`config.mk`:
```
export PLATFORM = sky130hd
export DESIGN_NAME = add_4_flat
export DESIGN_NICKNAME = d
export VERILOG_FILES = /design/src/rtl/add_4_if.sv /design/src/rtl/add_4.sv /design/src/flat_wrapper.sv
export SDC_FILE = /design/constraint.sdc
export NUM_CORES = 1
export LEC_CHECK = 0
export CAP_MARGIN = 25
export CORE_AREA = 2 2 39 41
export DETAILED_ROUTE_END_ITERATION = 10
export DIE_AREA = 0 0 41 43
export PLACE_DENSITY_LB_ADDON = 0.3
export SETUP_SLACK_MARGIN = 0.4
export SLEW_MARGIN = 30
export SYNTH_ARGS = -nofsm -noshare
export SYNTH_HDL_FRONTEND = slang
export SYNTH_SLANG_ARGS = --single-unit
```
`constraint.sdc`:
```
create_clock -name clk -period 0.95 [get_ports clk]
set_input_delay 0.095 -clock clk [delete_from_list [all_inputs] [get_ports clk]]
set_output_delay 0.095 -clock clk [all_outputs]
set_load 0.1 [all_outputs]
```
`src/rtl/add_4_if.sv`:
```
// ============================================================================
//  Module      : add_4_if
//  Description : Operand / result bundle for the add_4 registered adder.
//                Master drives operands and consumes results; slave is the
//                adder stage. Optional signal ovf exists only when the macro
//                ADD_4_OVF_EN is defined.
//  Revision    : 1.0 - initial release
// ============================================================================
`timescale 1ns/1ps
`default_nettype none

interface add_4_if;
  logic       in_valid;
  logic [3:0] a;
  logic [3:0] b;
  logic       cin;
  logic       cout;
  logic [3:0] sum;
  logic       out_valid;
`ifdef ADD_4_OVF_EN
  logic       ovf;
`endif

  modport master (
    output in_valid, a, b, cin,
`ifdef ADD_4_OVF_EN
    input  ovf,
`endif
    input  cout, sum, out_valid
  );

  modport slave (
    input  in_valid, a, b, cin,
`ifdef ADD_4_OVF_EN
    output ovf,
`endif
    output cout, sum, out_valid
  );
endinterface

`default_nettype wire

```
`src/rtl/add_4.sv`:
```
// ============================================================================
//  Module      : add_4
//  Description : Registered 4-bit adder, {cout,sum} = a + b + cin, on a
//                flattened carry-lookahead core. One-cycle latency, full
//                throughput, out_valid strobes once per captured operand set.
//                Define ADD_4_OVF_EN to add the registered signed-overflow
//                flag ovf (c[3] ^ c[4]).
//  Revision    : 1.0 - initial release
// ============================================================================
`timescale 1ns/1ps
`default_nettype none

module add_4 (
  input  wire logic clk,
  input  wire logic rst_n,
  add_4_if.slave    bus
);

  // Operands are forced to zero when not qualified so that X on idle inputs
  // never reaches the lookahead logic or the result registers.
  logic [3:0] w_a;
  logic [3:0] w_b;
  logic       w_cin;

  assign w_a   = bus.a   & {4{bus.in_valid}};
  assign w_b   = bus.b   & {4{bus.in_valid}};
  assign w_cin = bus.cin & bus.in_valid;

  // Per-bit generate / propagate terms.
  logic [3:0] w_g;
  logic [3:0] w_p;

  assign w_g = w_a & w_b;
  assign w_p = w_a ^ w_b;

  // Every carry is written out in full from g, p and cin: two logic levels,
  // no ripple path between bit positions.
  logic [4:0] w_c;

  assign w_c[0] = w_cin;
  assign w_c[1] = w_g[0]
                | (w_p[0] & w_cin);
  assign w_c[2] = w_g[1]
                | (w_p[1] & w_g[0])
                | (w_p[1] & w_p[0] & w_cin);
  assign w_c[3] = w_g[2]
                | (w_p[2] & w_g[1])
                | (w_p[2] & w_p[1] & w_g[0])
                | (w_p[2] & w_p[1] & w_p[0] & w_cin);
  assign w_c[4] = w_g[3]
                | (w_p[3] & w_g[2])
                | (w_p[3] & w_p[2] & w_g[1])
                | (w_p[3] & w_p[2] & w_p[1] & w_g[0])
                | (w_p[3] & w_p[2] & w_p[1] & w_p[0] & w_cin);

  logic [3:0] w_sum;
  assign w_sum = w_p ^ w_c[3:0];

  // Result registers: capture on qualified edge, otherwise hold.
  logic [3:0] r_sum;
  logic       r_cout;
  logic       r_out_valid;

  // Load result on in_valid, hold otherwise; out_valid follows in_valid.
  always_ff @(posedge clk or negedge rst_n) begin
    if (!rst_n) begin
      r_sum       <= 4'd0;
      r_cout      <= 1'b0;
      r_out_valid <= 1'b0;
    end else begin
      r_out_valid <= bus.in_valid;
      if (bus.in_valid) begin
        r_sum  <= w_sum;
        r_cout <= w_c[4];
      end
    end
  end

  assign bus.sum       = r_sum;
  assign bus.cout      = r_cout;
  assign bus.out_valid = r_out_valid;

`ifdef ADD_4_OVF_EN
  // Signed overflow: carry into the sign bit differs from carry out of it.
  logic r_ovf;

  // Overflow flag shares the capture rule of the sum.
  always_ff @(posedge clk or negedge rst_n) begin
    if (!rst_n) begin
      r_ovf <= 1'b0;
    end else if (bus.in_valid) begin
      r_ovf <= w_c[3] ^ w_c[4];
    end
  end

  assign bus.ovf = r_ovf;
`else
  // Top carry into the sign bit is only consumed by the overflow flag.
  logic w_unused_c3;
  assign w_unused_c3 = w_c[3];
`endif

endmodule

`default_nettype wire

```
`src/flat_wrapper.sv`:
```
// flat-port wrapper written by rule: the top's interface ports become plain ports
module add_4_flat 
  (clk, rst_n, bus_in_valid, bus_a, bus_b, bus_cin, bus_cout, bus_sum, bus_out_valid);
  add_4_if bus_i ();
  input  wire logic clk;
  input  wire logic rst_n;
  input wire logic [$bits(bus_i.in_valid)-1:0] bus_in_valid;
  input wire logic [$bits(bus_i.a)-1:0] bus_a;
  input wire logic [$bits(bus_i.b)-1:0] bus_b;
  input wire logic [$bits(bus_i.cin)-1:0] bus_cin;
  output wire logic [$bits(bus_i.cout)-1:0] bus_cout;
  output wire logic [$bits(bus_i.sum)-1:0] bus_sum;
  output wire logic [$bits(bus_i.out_valid)-1:0] bus_out_valid;
  assign bus_i.in_valid = bus_in_valid;
  assign bus_i.a = bus_a;
  assign bus_i.b = bus_b;
  assign bus_i.cin = bus_cin;
  assign bus_cout = bus_i.cout;
  assign bus_sum = bus_i.sum;
  assign bus_out_valid = bus_i.out_valid;
  add_4 u_core (.clk(clk), .rst_n(rst_n), .bus(bus_i));
endmodule
```
### Word level (Yosys, flattened, before mapping)

Cells that the tools add are included.

| storage, ports and cells | value |
|---|---|
| register bits | 6 |
| input bits | 12 |
| output and inout bits | 6 |
| word-level logic and storage cells | 35 |

| operators by class | value |
|---|---|
| bitwise operators | 32 |

Operators with widths:

| cell | number |
|---|---|
| 1-bit AND | 17 |
| 4-bit AND | 3 |
| 1-bit OR | 10 |
| 4-bit XOR | 2 |

### Depth between registers and ports, before layout

Gate-level depths: netlist of run 1.

| logic depth | value |
|---|---|
| word-level depth | 7 |
| depth in mapped cells | 8 |
| mapped depth without buffers | 6 |

### Worst setup path before layout of run 1

No wires, ideal clock.

| timing | value |
|---|---|
| path kind | input to register |
| start point | input port bus_in_valid |
| end point | register u_core.r_cout, in the netlist u_core.bus.cout |
| setup time | 0.131 ns |
| arrival | 1.397 ns |
| required time | 0.819 ns |
| path slack | -0.579 ns |
| stages | 8 |
| buffers on the path | 2 |
| cells stage by stage | buf_6 clkbuf_1 and2_1 ha_1 a21o_1 a31o_2 a21oi_1 a21oi_1 |

| on the way | value |
|---|---|
| longest elaborated chain between the ends | 7 |

RTL lines:

| element | line | text |
|---|---|---|
| start: declaration | flat_wrapper.sv:7 | `input wire logic [$bits(bus_i.in_valid)-1:0] bus_in_valid;` |
| 4-bit AND (on tied branches) | add_4.sv:25, add_4.sv:26 |  |
| 4-bit XOR or 4-bit AND (tied branches) | add_4.sv:34, add_4.sv:33 |  |
| 1-bit AND (on tied branches) | - |  |
| 1-bit OR, or another cell as far along | add_4.sv:51 | `\| (w_p[3] & w_g[2])` |
| 1-bit OR, or another cell as far along | add_4.sv:52 | `\| (w_p[3] & w_p[2] & w_g[1])` |
| 1-bit OR or 1-bit AND (tied branches) | add_4.sv:53, add_4.sv:54 |  |
| 1-bit OR | add_4.sv:54 | `\| (w_p[3] & w_p[2] & w_p[1] & w_p[0] & w_cin);` |
| end signal: assignment | add_4.sv:74 | `r_cout <= w_c[4];` |
| end: declaration | add_4.sv:61 | `logic r_cout;` |

Several ways; a longest one is shown, not always the timed one.
A chain may end at the register's enable or synchronous reset.

### Final worst setup path of run 1

| timing | value |
|---|---|
| start point | input port bus_in_valid |
| end point | register u_core.r_sum[3], in the netlist u_core.bus.sum[3] |

| on the way | value |
|---|---|
| longest elaborated chain between the ends | 7 |

RTL lines:

| element | line | text |
|---|---|---|
| 4-bit AND (on tied branches) | add_4.sv:25, add_4.sv:26 |  |
| 4-bit XOR or 4-bit AND (tied branches) | add_4.sv:34, add_4.sv:33 |  |
| 1-bit AND (on tied branches) | add_4.sv:47, add_4.sv:48, add_4.sv:49 |  |
| 1-bit OR, or another cell as far along | add_4.sv:47 | `\| (w_p[2] & w_g[1])` |
| 1-bit OR or 1-bit AND (tied branches) | add_4.sv:48, add_4.sv:49 |  |
| 1-bit OR | add_4.sv:49 | `\| (w_p[2] & w_p[1] & w_p[0] & w_cin);` |
| 4-bit XOR | add_4.sv:57 | `assign w_sum = w_p ^ w_c[3:0];` |
| end signal: assignment | add_4.sv:73 | `r_sum <= w_sum;` |
| end: declaration | add_4.sv:60 | `logic [3:0] r_sum;` |

Several ways; a longest one is shown, not always the timed one.

==> results of run 1 <==
==> Yosys cell counts <==
master    count  area (um^2)
a21o_1        1         7.51
a21oi_1       3         15.0
a21oi_2       1         8.76
a31o_2        1         8.76
and2_1        8         50.1
buf_6         1         11.3
clkbuf_1      1         3.75
dfrtp_1       6          150
ha_1          4         50.1
inv_1         1         3.75
maj3_2        1         11.3
mux2_2        2         22.5
mux2_4        1         15.0
nand2_1       1         3.75
nand3b_1      1         7.51
nor2_1        1         3.75
o221ai_1      1         8.76
xnor2_1       2         17.5
xor2_1        1         8.76
==> cell type report <==
cell class,instances,area (um^2),share of cell area (%)
clock buffer,3,22.5,2.69
inverter,1,3.75,0.449
multi-input combinational,29,333,39.8
sequential,6,173,20.7
tap,16,20.0,2.40
timing repair buffer,25,284,34.0
==> cell families (layout without fill, tap and decap cells) <==
group | after synthesis | count (layout) | synth area share, %
xor gates and xnor gates | 3 | 3 | 6.44
adders and majority gates | 5 | 5 | 15.0
buffers and inverters | 3 | 29 | 4.60
DFF | 6 | 6 | 36.8
and+or+nand+nor | 11 | 11 | 16.0
muxes | 3 | 3 | 9.20
AOI/OAI and AO/OA | 7 | 7 | 12.0
==> how the worst max path moves through the flow <==
stage / from / end / cells after the start
3_3_place_gp: bus_in_valid / u_core.bus.sum[1]$_DFFE_PN0P_ / 7
6_report: bus_in_valid / u_core.bus.sum[3]$_DFFE_PN0P_ / 7
5_1_grt: bus_in_valid / u_core.bus.sum[3]$_DFFE_PN0P_ / 7
2_1_floorplan: bus_in_valid / u_core.bus.cout$_DFFE_PN0P_ / 8
4_1_cts: bus_in_valid / u_core.bus.sum[3]$_DFFE_PN0P_ / 7
3_5_place_dp: bus_in_valid / u_core.bus.sum[1]$_DFFE_PN0P_ / 7
==> repair_timing <==
item | 4_1_cts | 5_1_grt
hold buffers | 0 | 0
hold endpoints to repair | 0 | 0
setup endpoints to repair | 12 | 11
pin swaps | 12 | 3
resized for setup | 44 | 5
buffers inserted | 3 | 0
==> worst max-delay path, stage by stage <==
cell and delay (ns):
buf_8 0.11, and2_4 0.16, ha_4 0.23, a21o_1 0.16
a31o_4 0.22, nand3b_1 0.09, o221ai_2 0.09
==> through the flow <==
| step | area, um^2 | hold WS [ns] | cells |
|---|---|---|---|
| 2_1_floorplan | 462 | -0.201 | 38 |
| 3_3_place_gp | 721 | 0.346 | 74 |
| 3_5_place_dp | 721 | 0.343 | 74 |
| 4_1_cts | 822 | 0.0833 | 80 |
| 5_1_grt | 836 | 0.0916 | 80 |
| 6_report | 836 | 0.0884 | 80 |
==> state kept, by name, summed over array words and instances, names as in the netlist <==
| name | count |
|---|---|
| u_core.bus.cout | 1 |
| u_core.bus.sum | 4 |
| u_core.bus.out_valid | 1 |
==> per-layer routing <==
metal	wire length, um	vias up
li1	-	182
met2	483	10
met4	0	0
met5	0	-
met3	57	0
met1	362	172
==> power by group <==
| part | switching (uW) | internal [uW] |
|---|---|---|
| combinational | 422 | 332 |
| sequential | 44.9 | 324 |
| clock | 78.2 | 142 |
==> impl_metrics.tcl, run 1 <==
set metrics [dict create \
    run_status "finished with violations" \
    failed_checks "negative setup slack" \
    layout_common_cells "and2_4 (7), buf_12 (6), dfrtp_4 (6)" \
    max_cap_violations 0 \
    yosysWarnings 0 \
    place_worst_setup_slack_ns -0.829 \
    row_count 14 \
    clock_tree.root_cell "clkbuf_4" \
    ant_nets 0 \
    drt_drc_violations_left 0 \
    initial_util_pct 29.5 \
    areaGrowthSynthToFinish_pct 105 \
    layout.filler_cells 118 \
    layout_worst_path_cycle_share_pct 108 \
    drt_first_iter_violations 0 \
    final_common_cell "and2_4" \
    post_synth_inst_count 38 \
    totalPowerFinal_uw 1340 \
    antenna_cells_inserted 0 \
    clockBufferDepth 2 \
    path_max_fanout 5 \
    power.density_mw_per_mm2 1610 \
    tns_ns -0.435 \
    yosysUniqueCellTypes 19 \
    timing_hold_violations_final 0 \
    routability_driven_placement_congestion_ratio 0.701 \
    globalRouteTotalUtil_pct 12.9 \
    layout-drive-gt1-share_pct 79.7 \
    grt_start_max_net_pins 9 \
    routed_wirelength_um 903 \
    cts_tree "done" \
    finalSetupViolCount 10 \
    grt_util_met3_pct 3.66 \
    start_kind "primary input" \
    slew_viol_final 0 \
    setup.worst_path.end_class "flip-flop" \
    cts_made_buffers 3 \
    syn-num-nets 54 \
    port-buffer-count 17 \
    rr_worst_depth 1 \
    die_width_um 41 \
    post_drt_via_cell_ratio 4.55 \
    overflow 0 \
    finalWorstPathRequiredPeriod_ns 1.03 \
    number_of_global_route_vias_before_repair 387 \
    rsz0062_at_grt "yes" \
    worst-slew-pin-transition_ns 0.248 \
    worstSkewPairLatency_ns 0.24 \
    dp_hpwl_um 675 \
    postSynthRegisterBits 6 \
    worstPathArrival_ns 1.14 \
    p_leak_uw 0.000364 \
    fin_util_pct 60.4 \
    die-area_mm2 0.00176 \
    r2r_slack_ns 0.07 \
    hold_class "primary input to async pin" \
    yosysSeqAreaShare_pct 36.8 \
    top_level_ports 18 \
    post_synthesis_cell_area_um2 408 \
    setup_clock_skew_after_layout_ns 0 \
    dieHeight_um 43 \
    grt_antenna_before_repair 0 \
    drt-pass1-iter-count 1 \
    vdd.ir_drop.worst_mv 1.09 \
    clock_tree.htree_level_count 1 \
    vias 364 \
    critical_path_required_ns 1.06 \
    final_nets 82 \
    timing.fmax_mhz 975 \
    wire_per_inst_um 11.3 \
    rr_endpoint "u_core.bus.sum[1]$_DFFE_PN0P_" \
    global_route.usage.met2_pct 20.0 \
    register_clock_pin_slew_on_the_reported_worst_setup_and_hold_paths_ns 0.04 \
    core-area_mm2 0.00138 \
    worstSetupPathType "primary input to flip-flop" \
    clkSinkCount 6 \
    globalRoute.busiestLayer "met2" \
    critical_r2r_launch "u_core.bus.sum[1]$_DFFE_PN0P_" \
    fin_ws_ns -0.0754 \
    mean_syn_cell_area_um2 10.7 \
    use_met1_pct 14.5 \
    grt_pass1_wl_um 1530 \
    timing.max_slew.rel_slack_pct 83.4 \
]
No activity file was read; power rests on OpenSTA's default activity.
==> run 2, diff against run 1 <==
--- a/config.mk
+++ b/config.mk
@@ -9,6 +9,7 @@
 export CORE_AREA = 2 2 39 41
 export DETAILED_ROUTE_END_ITERATION = 10
 export DIE_AREA = 0 0 41 43
+export HOLD_SLACK_MARGIN = 0.12
 export PLACE_DENSITY_LB_ADDON = 0.3
 export SETUP_SLACK_MARGIN = 0.4
 export SLEW_MARGIN = 30
==> constraint.sdc (replaced) <==
create_clock -name clk -period 1.1 [get_ports clk]
set_input_delay 0.11 -clock clk [delete_from_list [all_inputs] [get_ports clk]]
set_output_delay 0.11 -clock clk [all_outputs]
set_load 0.1 [all_outputs]
==> impl_metrics.tcl, run 2 (synthesis results as in run 1) <==
set metrics [dict create \
    setup_clock_skew_after_layout_ns 0 \
    top_level_ports 18 \
    die-area_mm2 0.00176 \
    final_common_cell "buf_6" \
    dieHeight_um 43 \
    areaGrowthSynthToFinish_pct 102 \
    clkSinkCount 6 \
    die_width_um 41 \
    drt_first_iter_violations 0 \
    start_kind "primary input" \
    layout_worst_path_cycle_share_pct 96.0 \
    antenna_cells_inserted 0 \
    finalWorstPathRequiredPeriod_ns 1.06 \
    clock_tree.root_cell "clkbuf_4" \
    timing_hold_violations_final 0 \
    layout.filler_cells 122 \
    run_status "completed" \
    grt_start_max_net_pins 14 \
    layout-drive-gt1-share_pct 74.6 \
    slew_viol_final 0 \
    number_of_global_route_vias_before_repair 366 \
    path_max_fanout 5 \
    fin_util_pct 59.6 \
    clockBufferDepth 2 \
    wire_per_inst_um 12.6 \
    post_drt_via_cell_ratio 4.46 \
    finalSetupViolCount 0 \
    drt_drc_violations_left 0 \
    final_nets 81 \
    dp_hpwl_um 646 \
    finalInstanceArea_um2 825 \
    timing.max_slew.rel_slack_pct 82.8 \
    rsz0062_at_grt "yes" \
    power.density_mw_per_mm2 1410 \
    clock_tree.htree_level_count 1 \
    vdd.ir_drop.worst_mv 1.03 \
    worst-slew-pin-transition_ns 0.257 \
    core-area_mm2 0.00138 \
    register_clock_pin_slew_on_the_reported_worst_setup_and_hold_paths_ns 0.04 \
    row_count 14 \
    globalRouteTotalUtil_pct 13.7 \
    setup.worst_path.end_class "flip-flop" \
    worstSetupPathType "primary input to flip-flop" \
    placedInstanceArea_um2 721 \
    layout_common_cells "buf_6 (7), buf_12 (6), dfrtp_4 (6)" \
    grt_pass1_wl_um 1550 \
    routed_wirelength_um 994 \
    ant_nets 0 \
    port-buffer-count 17 \
    timing.fmax_mhz 947 \
    max_cap_violations 0 \
    vias 352 \
    p_leak_uw 0.000354 \
    initial_util_pct 29.5 \
    routability_driven_placement_congestion_ratio 0.657 \
    overflow 0 \
    critical_path_required_ns 1.22 \
    worstPathArrival_ns 1.17 \
    largest_register_ffs 4 \
    hold_class "primary input to async pin" \
    worstSkewPairLatency_ns 0.24 \
    cts_tree "done" \
    drt-pass1-iter-count 1 \
    cts_made_buffers 3 \
    grt_antenna_before_repair 0 \
]
run 2: cell types whose count changed in the layout (fill, tap and decap cells not counted), moves of 2 or more:
| cell | before | now |
|---|---|---|
| and2_1 | 1 | 3 |
| and2_4 | 7 | 5 |
| buf_2 | 4 | 2 |
| buf_4 | 5 | 3 |
| buf_6 | 5 | 7 |
run 2: final timing paths:
kind	startpoint	to	slack [ns]	depth (start not counted)
setup / recovery	bus_in_valid	u_core.bus.sum[3]$_DFFE_PN0P_	0.04	7
hold / removal	rst_n	u_core.bus.cout$_DFFE_PN0P_	0.1	1
setup reg to reg	u_core.bus.sum[2]$_DFFE_PN0P_	u_core.bus.sum[2]$_DFFE_PN0P_	0.22	1
hold reg to reg	u_core.bus.sum[0]$_DFFE_PN0P_	u_core.bus.sum[0]$_DFFE_PN0P_	0.59	1
max in group asynchronous	rst_n	u_core.bus.out_valid$_DFF_PN0_	0.77	1
min in group clk	bus_in_valid	u_core.bus.out_valid$_DFF_PN0_	0.15	2
run 2: report_power, final:
| group | switching [uW] | total [uW] | internal (uW) |
|---|---|---|---|
| combinational | 364 | 644 | 280 |
| clock | 76.6 | 200 | 123 |
| sequential | 37.9 | 318 | 280 |
| total | 478 | 1160 | 683 |
run 2: repair_timing:
item                       4_1_cts  5_1_grt
hold endpoints to repair         6        6
setup endpoints to repair       12       11
buffers inserted                 2        0
gates cloned                     0        0
gates resized for setup         43        3
pin swaps                       12        2
run 2: cell type report:
type                    count  area [um^2]  share of cell area (%)
flip-flops and latches      6          173                    20.9
inverters                   1         3.75                   0.455
repair buffers             24          292                    35.4
clock buffers               3         22.5                    2.73
well taps                  16         20.0                    2.43
multi-input cells          29          314                    38.1
run 2: per-layer routing:
layer  vias up  track usage (%)  wire length (um)
met5         -                0                 0
met4         0             10.0                16
met3         2             3.14                59
met1       158             16.8               388
met2        12             19.7               530
li1        180                -                 -
run 2: per-stage QoR:
stage / setup slack (ns) / cells / hold WS, ns / total power, uW / TNS, ns
global placement: -0.668 / 74 / 0.364 / 916 / -3.11
global route: 0.0292 / 79 / 0.0967 / 1230 / 0
floorplan: -0.312 / 38 / -0.186 / 683 / -1.16
CTS: 0.0596 / 79 / 0.102 / 1170 / 0
finish: 0.0438 / 79 / 0.0998 / 1160 / 0
detailed placement: -0.696 / 74 / 0.368 / 922 / -3.23
run 2: critical path: stages:
cell and delay, ns:
buf_8 0.10, and2_4 0.13, ha_4 0.23, a21o_1 0.16, a31o_4 0.22, nand3b_1 0.11, o221ai_2 0.10
==> run 3, diff against run 2 <==
--- a/config.mk
+++ b/config.mk
@@ -12,6 +12,7 @@
 export HOLD_SLACK_MARGIN = 0.12
 export PLACE_DENSITY_LB_ADDON = 0.3
 export SETUP_SLACK_MARGIN = 0.4
+export SKIP_LAST_GASP = 1
 export SLEW_MARGIN = 30
 export SYNTH_ARGS = -nofsm -noshare
 export SYNTH_HDL_FRONTEND = slang
==> results of run 3 <==
The final DEF is identical to that of run 2; final timing and power are the same.
